<file path="config.mk">
export PLATFORM = sky130hd
export DESIGN_NAME = ccd_dvp_capture
export DESIGN_NICKNAME = d
export VERILOG_FILES = /design/src/rtl/ccd_dvp_capture.sv
export SDC_FILE = /design/constraint.sdc
export NUM_CORES = 1
export LEC_CHECK = 0
export ABC_CLOCK_PERIOD_IN_PS = 6000
export CORE_MARGIN = 1.5
export CORE_UTILIZATION = 42
export CTS_CLUSTER_SIZE = 10
export DETAILED_ROUTE_END_ITERATION = 10
export RECOVER_POWER = 50
export SYNTH_ARGS = -nofsm -noshare
export SYNTH_HDL_FRONTEND = slang
export SYNTH_SLANG_ARGS = --single-unit
</file>
<file path="constraint.sdc">
create_clock -name clk -period 6 [get_ports clk]
set_input_delay 1.2 -clock clk [delete_from_list [all_inputs] [get_ports clk]]
set_output_delay 1.2 -clock clk [all_outputs]
set_load 0.01 [all_outputs]
</file>
<file path="src/rtl/ccd_dvp_capture.sv">
// Purpose : capture the AFE parallel port, crop a programmable window and emit a framed pixel stream.
// Latency : dvp pins -> FIFO write 2 cycles; FIFO write -> m_valid 1 cycle when the FIFO was empty.
// Backpressure: valid/ready on the m_* side; window pixels arriving while the FIFO is full are dropped
//               and flagged in sts_overflow (the sensor cannot be stalled).
//
// Ports:
//   clk, rst                  AFE pixel clock, synchronous active-high reset
//   dvp_hsync_n/vsync_n/data  AFE parallel output (syncs active low)
//   cfg_en, cfg_h_*, cfg_v_*  capture enable and crop window, shadowed at frame start
//   m_valid/m_ready/m_data    output stream, with m_sof (first pixel of frame) and m_eol (last pixel of line)
//   frame_done, frame_cnt     completed-window pulse and wrapping frame counter
//   sts_overflow, sts_short   sticky status, cleared by sts_clr (a same-cycle set wins)
`timescale 1ns/1ps

// Purpose : small synchronous FIFO with first-word-fall-through read.
// Latency : write -> o_valid 1 cycle.
// Backpressure: o_full reports occupancy; the caller may push while full only when popping the same cycle.
module ccd_dvp_capture_fifo #(
  parameter int W     = 16,
  parameter int DEPTH = 16
) (
  input  logic         clk,
  input  logic         rst,
  input  logic         i_push,
  input  logic [W-1:0] i_push_dat,
  input  logic         i_pop,
  output logic         o_valid,
  output logic [W-1:0] o_dat,
  output logic         o_full
);
  localparam int AW = $clog2(DEPTH);

  logic [W-1:0] r_mem [DEPTH];
  logic [AW-1:0] r_wr_ptr;
  logic [AW-1:0] r_rd_ptr;
  logic [AW:0]   r_cnt;
  logic          w_do_pop;

  assign o_valid  = (r_cnt != '0);
  assign o_full   = (r_cnt == (AW+1)'(DEPTH));
  // Zero when empty so the output bus reads 0 out of reset.
  assign o_dat    = o_valid ? r_mem[r_rd_ptr] : '0;
  assign w_do_pop = i_pop & o_valid;

  always_ff @(posedge clk) begin
    if (i_push) begin
      r_mem[r_wr_ptr] <= i_push_dat;
    end
  end

  always_ff @(posedge clk) begin
    if (rst) begin
      r_wr_ptr <= '0;
      r_rd_ptr <= '0;
      r_cnt    <= '0;
    end else begin
      if (i_push) begin
        r_wr_ptr <= r_wr_ptr + AW'(1);
      end
      if (w_do_pop) begin
        r_rd_ptr <= r_rd_ptr + AW'(1);
      end
      case ({i_push, w_do_pop})
        2'b10:   r_cnt <= r_cnt + (AW+1)'(1);
        2'b01:   r_cnt <= r_cnt - (AW+1)'(1);
        default: r_cnt <= r_cnt;
      endcase
    end
  end
endmodule

module ccd_dvp_capture #(
  parameter int DW         = 14,
  parameter int CNTW       = 15,
  parameter int FIFO_DEPTH = 16
) (
  input  logic            clk,
  input  logic            rst,
  input  logic            dvp_hsync_n,
  input  logic            dvp_vsync_n,
  input  logic [DW-1:0]   dvp_data,
  input  logic            cfg_en,
  input  logic [CNTW-1:0] cfg_h_start,
  input  logic [CNTW-1:0] cfg_h_count,
  input  logic [CNTW-1:0] cfg_v_start,
  input  logic [CNTW-1:0] cfg_v_count,
  output logic            m_valid,
  input  logic            m_ready,
  output logic [DW-1:0]   m_data,
  output logic            m_sof,
  output logic            m_eol,
  output logic            frame_done,
  output logic [15:0]     frame_cnt,
  output logic            sts_overflow,
  output logic            sts_short,
  input  logic            sts_clr
);
  typedef enum logic [1:0] {
    S_IDLE    = 2'd0,
    S_ARMED   = 2'd1,
    S_CAPTURE = 2'd2
  } state_t;

  localparam logic [CNTW:0] ONE_X = (CNTW+1)'(1);

  // Input stage: S1 samples the pins, the second rank only feeds edge detection.
  logic          r_hs1, r_vs1, r_hs2, r_vs2;
  logic [DW-1:0] r_d1;
  logic          w_fs, w_ls;

  always_ff @(posedge clk) begin
    if (rst) begin
      r_hs1 <= 1'b1;
      r_vs1 <= 1'b1;
      r_hs2 <= 1'b1;
      r_vs2 <= 1'b1;
      r_d1  <= '0;
    end else begin
      r_hs1 <= dvp_hsync_n;
      r_vs1 <= dvp_vsync_n;
      r_hs2 <= r_hs1;
      r_vs2 <= r_vs1;
      r_d1  <= dvp_data;
    end
  end

  assign w_fs = r_vs2 & ~r_vs1;
  assign w_ls = r_hs2 & ~r_hs1;

  // Column/line counters. r_col is the index of the pixel currently in S1:
  // it is zeroed during blanking and advances after each active pixel.
  logic [CNTW-1:0] r_col, r_line;
  logic            r_first_ls;

  always_ff @(posedge clk) begin
    if (rst) begin
      r_col      <= '0;
      r_line     <= '0;
      r_first_ls <= 1'b0;
    end else begin
      if (w_ls) begin
        r_col <= '0;
      end else if (r_hs1 && !(&r_col)) begin
        r_col <= r_col + CNTW'(1);
      end

      // The first LS of a frame (or one coinciding with FS) is line 0.
      if (w_fs) begin
        r_line     <= '0;
        r_first_ls <= ~w_ls;
      end else if (w_ls) begin
        if (r_first_ls) begin
          r_line     <= '0;
          r_first_ls <= 1'b0;
        end else if (!(&r_line)) begin
          r_line <= r_line + CNTW'(1);
        end
      end
    end
  end

  // Window shadows, reloaded only at frame start.
  logic [CNTW-1:0] r_h_start, r_h_count, r_v_start, r_v_count;
  logic            w_load;

  always_ff @(posedge clk) begin
    if (rst) begin
      r_h_start <= '0;
      r_h_count <= '0;
      r_v_start <= '0;
      r_v_count <= '0;
    end else if (w_load) begin
      r_h_start <= cfg_h_start;
      r_h_count <= cfg_h_count;
      r_v_start <= cfg_v_start;
      r_v_count <= cfg_v_count;
    end
  end

  // Window ends computed one bit wider so start+count never wraps.
  // A zero count gives an empty range, so the FSM simply waits for the next FS.
  logic [CNTW:0] w_h_end, w_v_end;
  logic          w_in_h, w_in_v, w_pix, w_last_col, w_last_line;

  assign w_h_end     = {1'b0, r_h_start} + {1'b0, r_h_count};
  assign w_v_end     = {1'b0, r_v_start} + {1'b0, r_v_count};
  assign w_in_h      = (r_col >= r_h_start) && ({1'b0, r_col} < w_h_end);
  assign w_in_v      = (r_line >= r_v_start) && ({1'b0, r_line} < w_v_end);
  assign w_pix       = r_hs1 & w_in_h & w_in_v;
  assign w_last_col  = ({1'b0, r_col} == (w_h_end - ONE_X));
  assign w_last_line = ({1'b0, r_line} == (w_v_end - ONE_X));

  // Capture FSM.
  state_t r_state, w_state_nxt;
  logic   w_push_req, w_sof, w_eol, w_done, w_short_set;

  always_ff @(posedge clk) begin
    if (rst) begin
      r_state <= S_IDLE;
    end else begin
      r_state <= w_state_nxt;
    end
  end

  always_comb begin
    w_state_nxt = r_state;
    w_push_req  = 1'b0;
    w_sof       = 1'b0;
    w_eol       = 1'b0;
    w_done      = 1'b0;
    w_short_set = 1'b0;
    w_load      = 1'b0;
    if (w_fs) begin
      // A new frame always restarts from the IDLE decision, abandoning any open window.
      w_load      = 1'b1;
      w_short_set = (r_state != S_IDLE);
      w_state_nxt = cfg_en ? S_ARMED : S_IDLE;
    end else begin
      case (r_state)
        S_ARMED, S_CAPTURE: begin
          if (w_pix) begin
            w_push_req = 1'b1;
            w_sof      = (r_state == S_ARMED);
            w_eol      = w_last_col;
            if (w_last_col && w_last_line) begin
              w_done      = 1'b1;
              w_state_nxt = S_IDLE;
            end else begin
              w_state_nxt = S_CAPTURE;
            end
          end
        end
        default: begin
        end
      endcase
    end
  end

  // Output FIFO. Pushing while full is allowed when the head leaves in the same cycle.
  logic          w_fifo_full, w_pop, w_can_push, w_push, w_ovf_set;
  logic [DW+1:0] w_fifo_out;

  assign w_pop      = m_valid & m_ready;
  assign w_can_push = ~w_fifo_full | w_pop;
  assign w_push     = w_push_req & w_can_push;
  assign w_ovf_set  = w_push_req & ~w_can_push;

  ccd_dvp_capture_fifo #(
    .W     (DW + 2),
    .DEPTH (FIFO_DEPTH)
  ) u_fifo (
    .clk        (clk),
    .rst        (rst),
    .i_push     (w_push),
    .i_push_dat ({w_sof, w_eol, r_d1}),
    .i_pop      (w_pop),
    .o_valid    (m_valid),
    .o_dat      (w_fifo_out),
    .o_full     (w_fifo_full)
  );

  assign m_sof  = w_fifo_out[DW+1];
  assign m_eol  = w_fifo_out[DW];
  assign m_data = w_fifo_out[DW-1:0];

  // Frame completion follows the window even if the final pixel was dropped.
  logic        r_frame_done, r_sts_overflow, r_sts_short;
  logic [15:0] r_frame_cnt;

  always_ff @(posedge clk) begin
    if (rst) begin
      r_frame_done   <= 1'b0;
      r_frame_cnt    <= '0;
      r_sts_overflow <= 1'b0;
      r_sts_short    <= 1'b0;
    end else begin
      r_frame_done <= w_done;
      if (w_done) begin
        r_frame_cnt <= r_frame_cnt + 16'd1;
      end
      if (w_ovf_set) begin
        r_sts_overflow <= 1'b1;
      end else if (sts_clr) begin
        r_sts_overflow <= 1'b0;
      end
      if (w_short_set) begin
        r_sts_short <= 1'b1;
      end else if (sts_clr) begin
        r_sts_short <= 1'b0;
      end
    end
  end

  assign frame_done   = r_frame_done;
  assign frame_cnt    = r_frame_cnt;
  assign sts_overflow = r_sts_overflow;
  assign sts_short    = r_sts_short;
endmodule

</file>
Word-level counts from Yosys, hierarchy flattened:

Memories as Yosys holds them, arrays and structs flattened. A register that Yosys moved wholly into a read port is not among the register bits.
Cells that the tools add are included.

* bits in registers: 143
* RAM bits: 256
* output and inout port bits: 36
* logic and storage cells: 111
* memories kept: 1

* add/subtract/negate cells: 11
* order comparisons: 4
* equal/unequal tests: 8
* mux-type cells: 33
* bitwise logic cells: 14
* reductions and logical operators: 20

Memory list
* u_fifo.r_mem: depth 16, bits a word 16, read ports 1, clocked after Yosys merged registers in 1, wr ports 1, RTL line 33 `logic [W-1:0] r_mem [DEPTH];`

Operators by type and width (number)
* adder 15 x 15 -> 16 bit: 2
* equality test 15 x 16 -> 1 bit: 2
* < comparator 15 x 16 -> 1 bit: 2
* subtractor 16 x 1 -> 16 bit, second input constant: 2
* adder 15 x 1 -> 15 bit, second input constant: 2
* >= comparator 15 bit: 2
* two-way mux 15 bit: 2
* AND reduction 15 bit: 2
* two-way mux 1 bit: 23
* adder 16 x 1 -> 16 bit, second input constant: 1
* two-way mux 16 bit: 1
* nonzero test 2 bit: 7
* case mux 5 bit (2 select lines): 1
* adder 4 x 1 -> 4 bit, second input constant: 2
* bitwise AND 1 bit: 8
* two-way mux 2 bit: 4
* two-way mux 4 bit: 2
* OR reduction 2 bit: 3
* adder 5 x 1 -> 5 bit, second input constant: 1
* equality test 5 bit, second input constant: 1
* NOT 1 bit: 5
* nonzero test 5 bit: 1
* subtractor 5 x 1 -> 5 bit, second input constant: 1
* equality test 2 x 1 -> 1 bit, second input constant: 2
* other kinds (6): 11

Logic depth before layout (Yosys ltp):

* depth in word-level cells: 11
* gate-level depth with buffers: 30

Cells and area by module:

Synthesis repeated with hierarchy kept, for this count alone.

* cell total of the unflattened synthesis: 1690
* area total of the unflattened synthesis: 20353.3 µm²

By module, submodules not included
* ccd_dvp_capture_fifo: instances 1, cells an instance 511, area each 10754.1 µm²
* ccd_dvp_capture: instances 1, cells an instance 1179, area each 9599.2 µm²

Worst setup path before layout:

Ideal clock, no wire load.

* kind: reg-to-reg
* start point: reg r_v_start[0]
* end point: reg u_fifo.r_cnt[4]
* library setup time: 132 ps
* arrival time: 5706 ps
* data required time: 5868 ps
* slack: 162 ps
* cell stages (with the launch flop): 31
* path buffers: 2
* period minus slack after synthesis: 5838 ps
* cell sequence: dfxtp_1 ha_1 inv_1 fa_1 nand2b_1 a211oi_2 nor2_1 o311a_1 xor2_1 ha_1 o21a_1 o21ai_0 nor3_1 a221o_1 o211ai_1 o211ai_1 nor3_4 nor2b_1 buf_2 inv_1 ha_1 clkbuf_1 xor2_1 ha_1 a21oi_1 nor2b_1 o21ai_0 a21oi_1 a311oi_1 or3_1 a21oi_1

* cells in the longest elaborated chain, start to end: 10
* elaborated cells between the ends (all ways): 13
* those cells by class: add/sub (1); order compare (2); eq/ne (2); mux (4); bitwise (2); reduce/logical (2)

Ends and longest elaborated chain
* from (decl): RTL line 163 `logic [CNTW-1:0] r_h_start, r_h_count, r_v_start, r_v_count;`
* from (signal assigned): RTL line 175 `r_v_start <= cfg_v_start;`
* adder 15 x 15 -> 16 bit: RTL line 186 `assign w_v_end = {1'b0, r_v_start} + {1'b0, r_v_count};`
* < comparator 15 x 16 -> 1 bit: RTL line 188 `assign w_in_v = (r_line >= r_v_start) && ({1'b0, r_line} < w_v_end);`
* logical AND 1 bit *: RTL line 188
* bitwise AND 1 bit *: RTL line 189 `assign w_pix = r_hs1 & w_in_h & w_in_v;`
* two-way mux 1 bit *: RTL line 221 `if (w_pix) begin`
* two-way mux 1 bit *: RTL line 219 `case (r_state)`
* two-way mux 1 bit *: RTL line 213 `if (w_fs) begin`
* bitwise AND 1 bit *: RTL line 245 `assign w_push = w_push_req & w_can_push;`
* equality test 2 x 1 -> 1 bit / equality test 2 bit (equally long branches): RTL line 63 `case ({i_push, w_do_pop})`
* case mux 5 bit (2 select lines) / nonzero test 2 bit (equally long branches)
* to (signal assigned): RTL line 64 `2'b10: r_cnt <= r_cnt + (AW+1)'(1);`
* to (signal assigned): RTL line 65 `2'b01: r_cnt <= r_cnt - (AW+1)'(1);`
* to (signal assigned): RTL line 66 `default: r_cnt <= r_cnt;`
* to (decl): RTL line 36 `logic [AW:0] r_cnt;`

Mark *: on every way between the ends. The rest lies on a longest branch, timed or not.
A chain may end at the register's enable or synchronous reset.

Worst setup path in the final report:

Same ends and word-level chain as after synthesis.

==> run metrics <==
root buffer selected by CTS sky130_fd_sc_hd__clkbuf_16; setup TNS 0 ns; Comb pwr share about a tenth; Final Hold Viols 0; Post-CTS Setup Bufs 0; peak per-stage delay on the critical path 0.41 ns; leakage power of the design ~8.5 nW; source-to-sink clock delay at the later pin of the worst-skew pair ~0.59 ns; total nets after synthesis 1865; # setup viols final 0; wire length of the first global-routing pass between 70 and 80 mm; aggregate global routing overflow 0; non-filler instance count after layout between 2000 and 2500; share of async-settable or async-resettable flops after synthesis 0%; clock sink total 403; minimum setup slack after placement approximately 0.23 ns; power per unit of standard cell area 266 nW/um^2; internal power 4.83 mW; fraction of power consumed by the clock network ~43%; fraction of power spent switching nets roughly a quarter; placed cells 2378; Site Rows 80; count of flip-flops with a built-in enable after synthesis 256; detailed-route DRC error count 0; Reg power frac 47.9%; CTS tree done; cells taking the most area after synthesis sky130_fd_sc_hd__edfxtp_1 38%, sky130_fd_sc_hd__dfxtp_1 15%, sky130_fd_sc_hd__mux4_2 8.9%; fill count roughly 4100; cts bufs inserted between 40 and 50; routed vias/inst roughly 5.4; mean instance size in the synthesized netlist 12.0 um^2; commonest non-fill, non-tap cell in the layout sky130_fd_sc_hd__edfxtp_1; Post-CTS Resized 0; arrival time of the worst setup path between 6 and 7 ns; diode insertion count for antenna repair 0; clk buf depth 3; fraction of layout cells with a size suffix above 1 a little over an eighth; worst setup skew after layout 0.0205 ns; effective utilization at floorplan 42.5%; warnings from Yosys 0; Critical Setup Path Class reg -> reg; failing checks capacitance limit, slew limit; final-layout worst hold slack 0.458 ns; Port Buf Inserts 116; net switching component of the power approximately 1.5 mW; maxcap violations 3; post-route worst setup slack a little under 0.4 ns; post-synth design cell area slightly above 20000 um^2; DPL Wire Length ~32 mm; area share of the largest cell type after synthesis around two fifths; cell count after synthesis between 1500 and 2000; Tot GR Track Use 18.7%; Crit path required time around 6.4 ns; setup repair after global routing missed its margin no; number of nets in the final layout approximately 2000; status finished with violations; Seq cells post-synth just over 400; most frequent cells in the layout 256 x sky130_fd_sc_hd__edfxtp_1, 178 x sky130_fd_sc_hd__nand2_1, 145 x sky130_fd_sc_hd__dfxtp_1; post-synthesis cell type count 103; classification of the worst-slack hold path reg -> reg; maximum number of pins on one net before global-route repair 90; max frequency between 0.15 and 0.2 GHz; prevailing post-synth register cell sky130_fd_sc_hd__edfxtp_1; maximum ir drop on the vdd rail ~190 uV; final critical-path required period around 5.6 ns; die boundary height 222 um; slew at the pin closest to its max-slew limit 2.27 ns; weighted congestion at the end of routability-driven global placement between 0.8 and 0.9; post-route total power 6.30 mW; area of all placed cells without fillers between 20000 and 25000 um^2; utilization after layout between 40% and 50%; Tcrit/Tclk final between 90 and 100%; Post-DP Area 22200 um^2; total of hold buffers inserted after clock tree synthesis 0; standard cell with the maximum stage delay on the critical path sky130_fd_sc_hd__o311a_1; vias in the first global route 13395; top fanout value on the critical path 9; number of optimization iterations in the first detailed-route pass 5; width of the die roughly 220 um; antenna violations before repair 0; I/O pin count 117; startpoint type of the worst setup path flip-flop; First DRT Iteration DRCs around 720; antenna-violating nets left 0; most frequent CP cell sky130_fd_sc_hd__ha_1; total core area 47500 um^2; overall die area a little under 50000 um^2; clock transition at the register clock pins on the worst setup and hold paths after CTS 0.05 ns; largest area contributor in the netlist sky130_fd_sc_hd__edfxtp_1; Area Growth Syn to Fin 17.2%; worst max-slew margin expressed relative to the limit -51.1%; max-slew violation total from the final report roughly 120; detailed-route via count 13296; total routed wirelength 46.1 mm; H-tree Lvls 2; average wire per standard cell 18.7 um; share of the yosys chip area belonging to registers a little over half; CP endpoint kind flip-flop
==> cells by family (layout without fill, tap and decap cells) <==
group           Yosys count  count (layout)  synth area share (%)
flops                   403             403                  52.6
compound gates          292             292                  10.1
simple gates            550             550                  13.7
mux                     101             101                  10.1
buf+inv                 140             308                  2.74
fa+ha+maj               105             105                  6.58
xor+xnor                 88              88                  4.24
==> path summary, 6_finish.rpt <==
| check | startpoint | end | slack (ns) | cells after the start |
|---|---|---|---|---|
| worst max-delay path | r_v_start[0] | u_fifo.r_cnt[4] | 0.40 | 28 |
| worst min-delay path | r_h_count[12] | r_h_count[12] | 0.46 | 2 |
| worst max register to register | r_v_start[0] | u_fifo.r_cnt[4] | 0.40 | 28 |
| worst min register to register | r_h_count[12] | r_h_count[12] | 0.46 | 2 |
==> flip-flops by register name, summed over array words and instances, names as in the netlist, 2 cells and up, named ones only <==
register and cells:
frame_cnt 16, r_col 15, r_d1 14, r_h_count 15, r_h_start 15, r_line 15
r_state 2, r_v_count 15, r_v_start 15, u_fifo.r_cnt 5, u_fifo.r_mem 256, u_fifo.r_rd_ptr 4
u_fifo.r_wr_ptr 4
==> power groups by stage <==
stage / clock, mW / sequential (mW) / combinational [mW]
global placement: 0 / 3.07 / 0.581
CTS: 2.76 / 3.02 / 0.594
floorplan: 0 / 3.05 / 0.432
global route: 2.86 / 3.02 / 0.656
finish: 2.69 / 3.02 / 0.593
detailed placement: 0 / 3.08 / 0.590
==> cell usage after synthesis (all sizes together) (4+ instances only) <==
master and n:
xnor3 4, clkbuf 47, and2 13, o311ai 5, nand3 45, a221oi 5
a211oi 14, nor2b 60, mux2i 7, o211a 5, mux2 14, ha 103
nor3 40, o21a 14, or2 12, o2111ai 5, a311oi 4, nor3b 5
a31o 4, a31oi 8, nand2 179, xor2 36, a21o 22, inv 65
a2111oi 5, dfxtp 147, a21oi 113, nand4 20, nor4 9, o211ai 9
or3 15, buf 28, mux4 80, o21ai 38, nand2b 8, xnor2 48
nor2 108, edfxtp 256, o21bai 5, a211o 5, and4 7, and3 19
==> critical path, delay by kind of cell (launching register included) <==
kind / cells / cell delay [ns]
xor+xnor: 2 / 0.36
simple gates: 7 / 0.96
fa+ha+maj: 5 / 1.37
buf+inv: 2 / 0.13
compound gates: 12 / 2.28
flops: 1 / 0.35
==> layer usage <==
layer / routed length, um / GRT usage (%)
met5: 0 / 0
met4: 967 / 4.82
met3: 2380 / 4.09
met2: 22000 / 31.5
met1: 20700 / 24.5
==> area by class of cell <==
cell class                      instances  area, um^2  area share (%)
Clock buffer                           81        1370            5.77
Clock inverter                          3        80.1           0.338
Inverter                               65         244            1.03
Multi-Input combinational cell       1136        9070            38.3
Sequential cell                       403       10600            44.9
Tap cell                              615         769            3.25
Timing Repair Buffer                  159        1500            6.35
(Power assumes the default switching activity.)
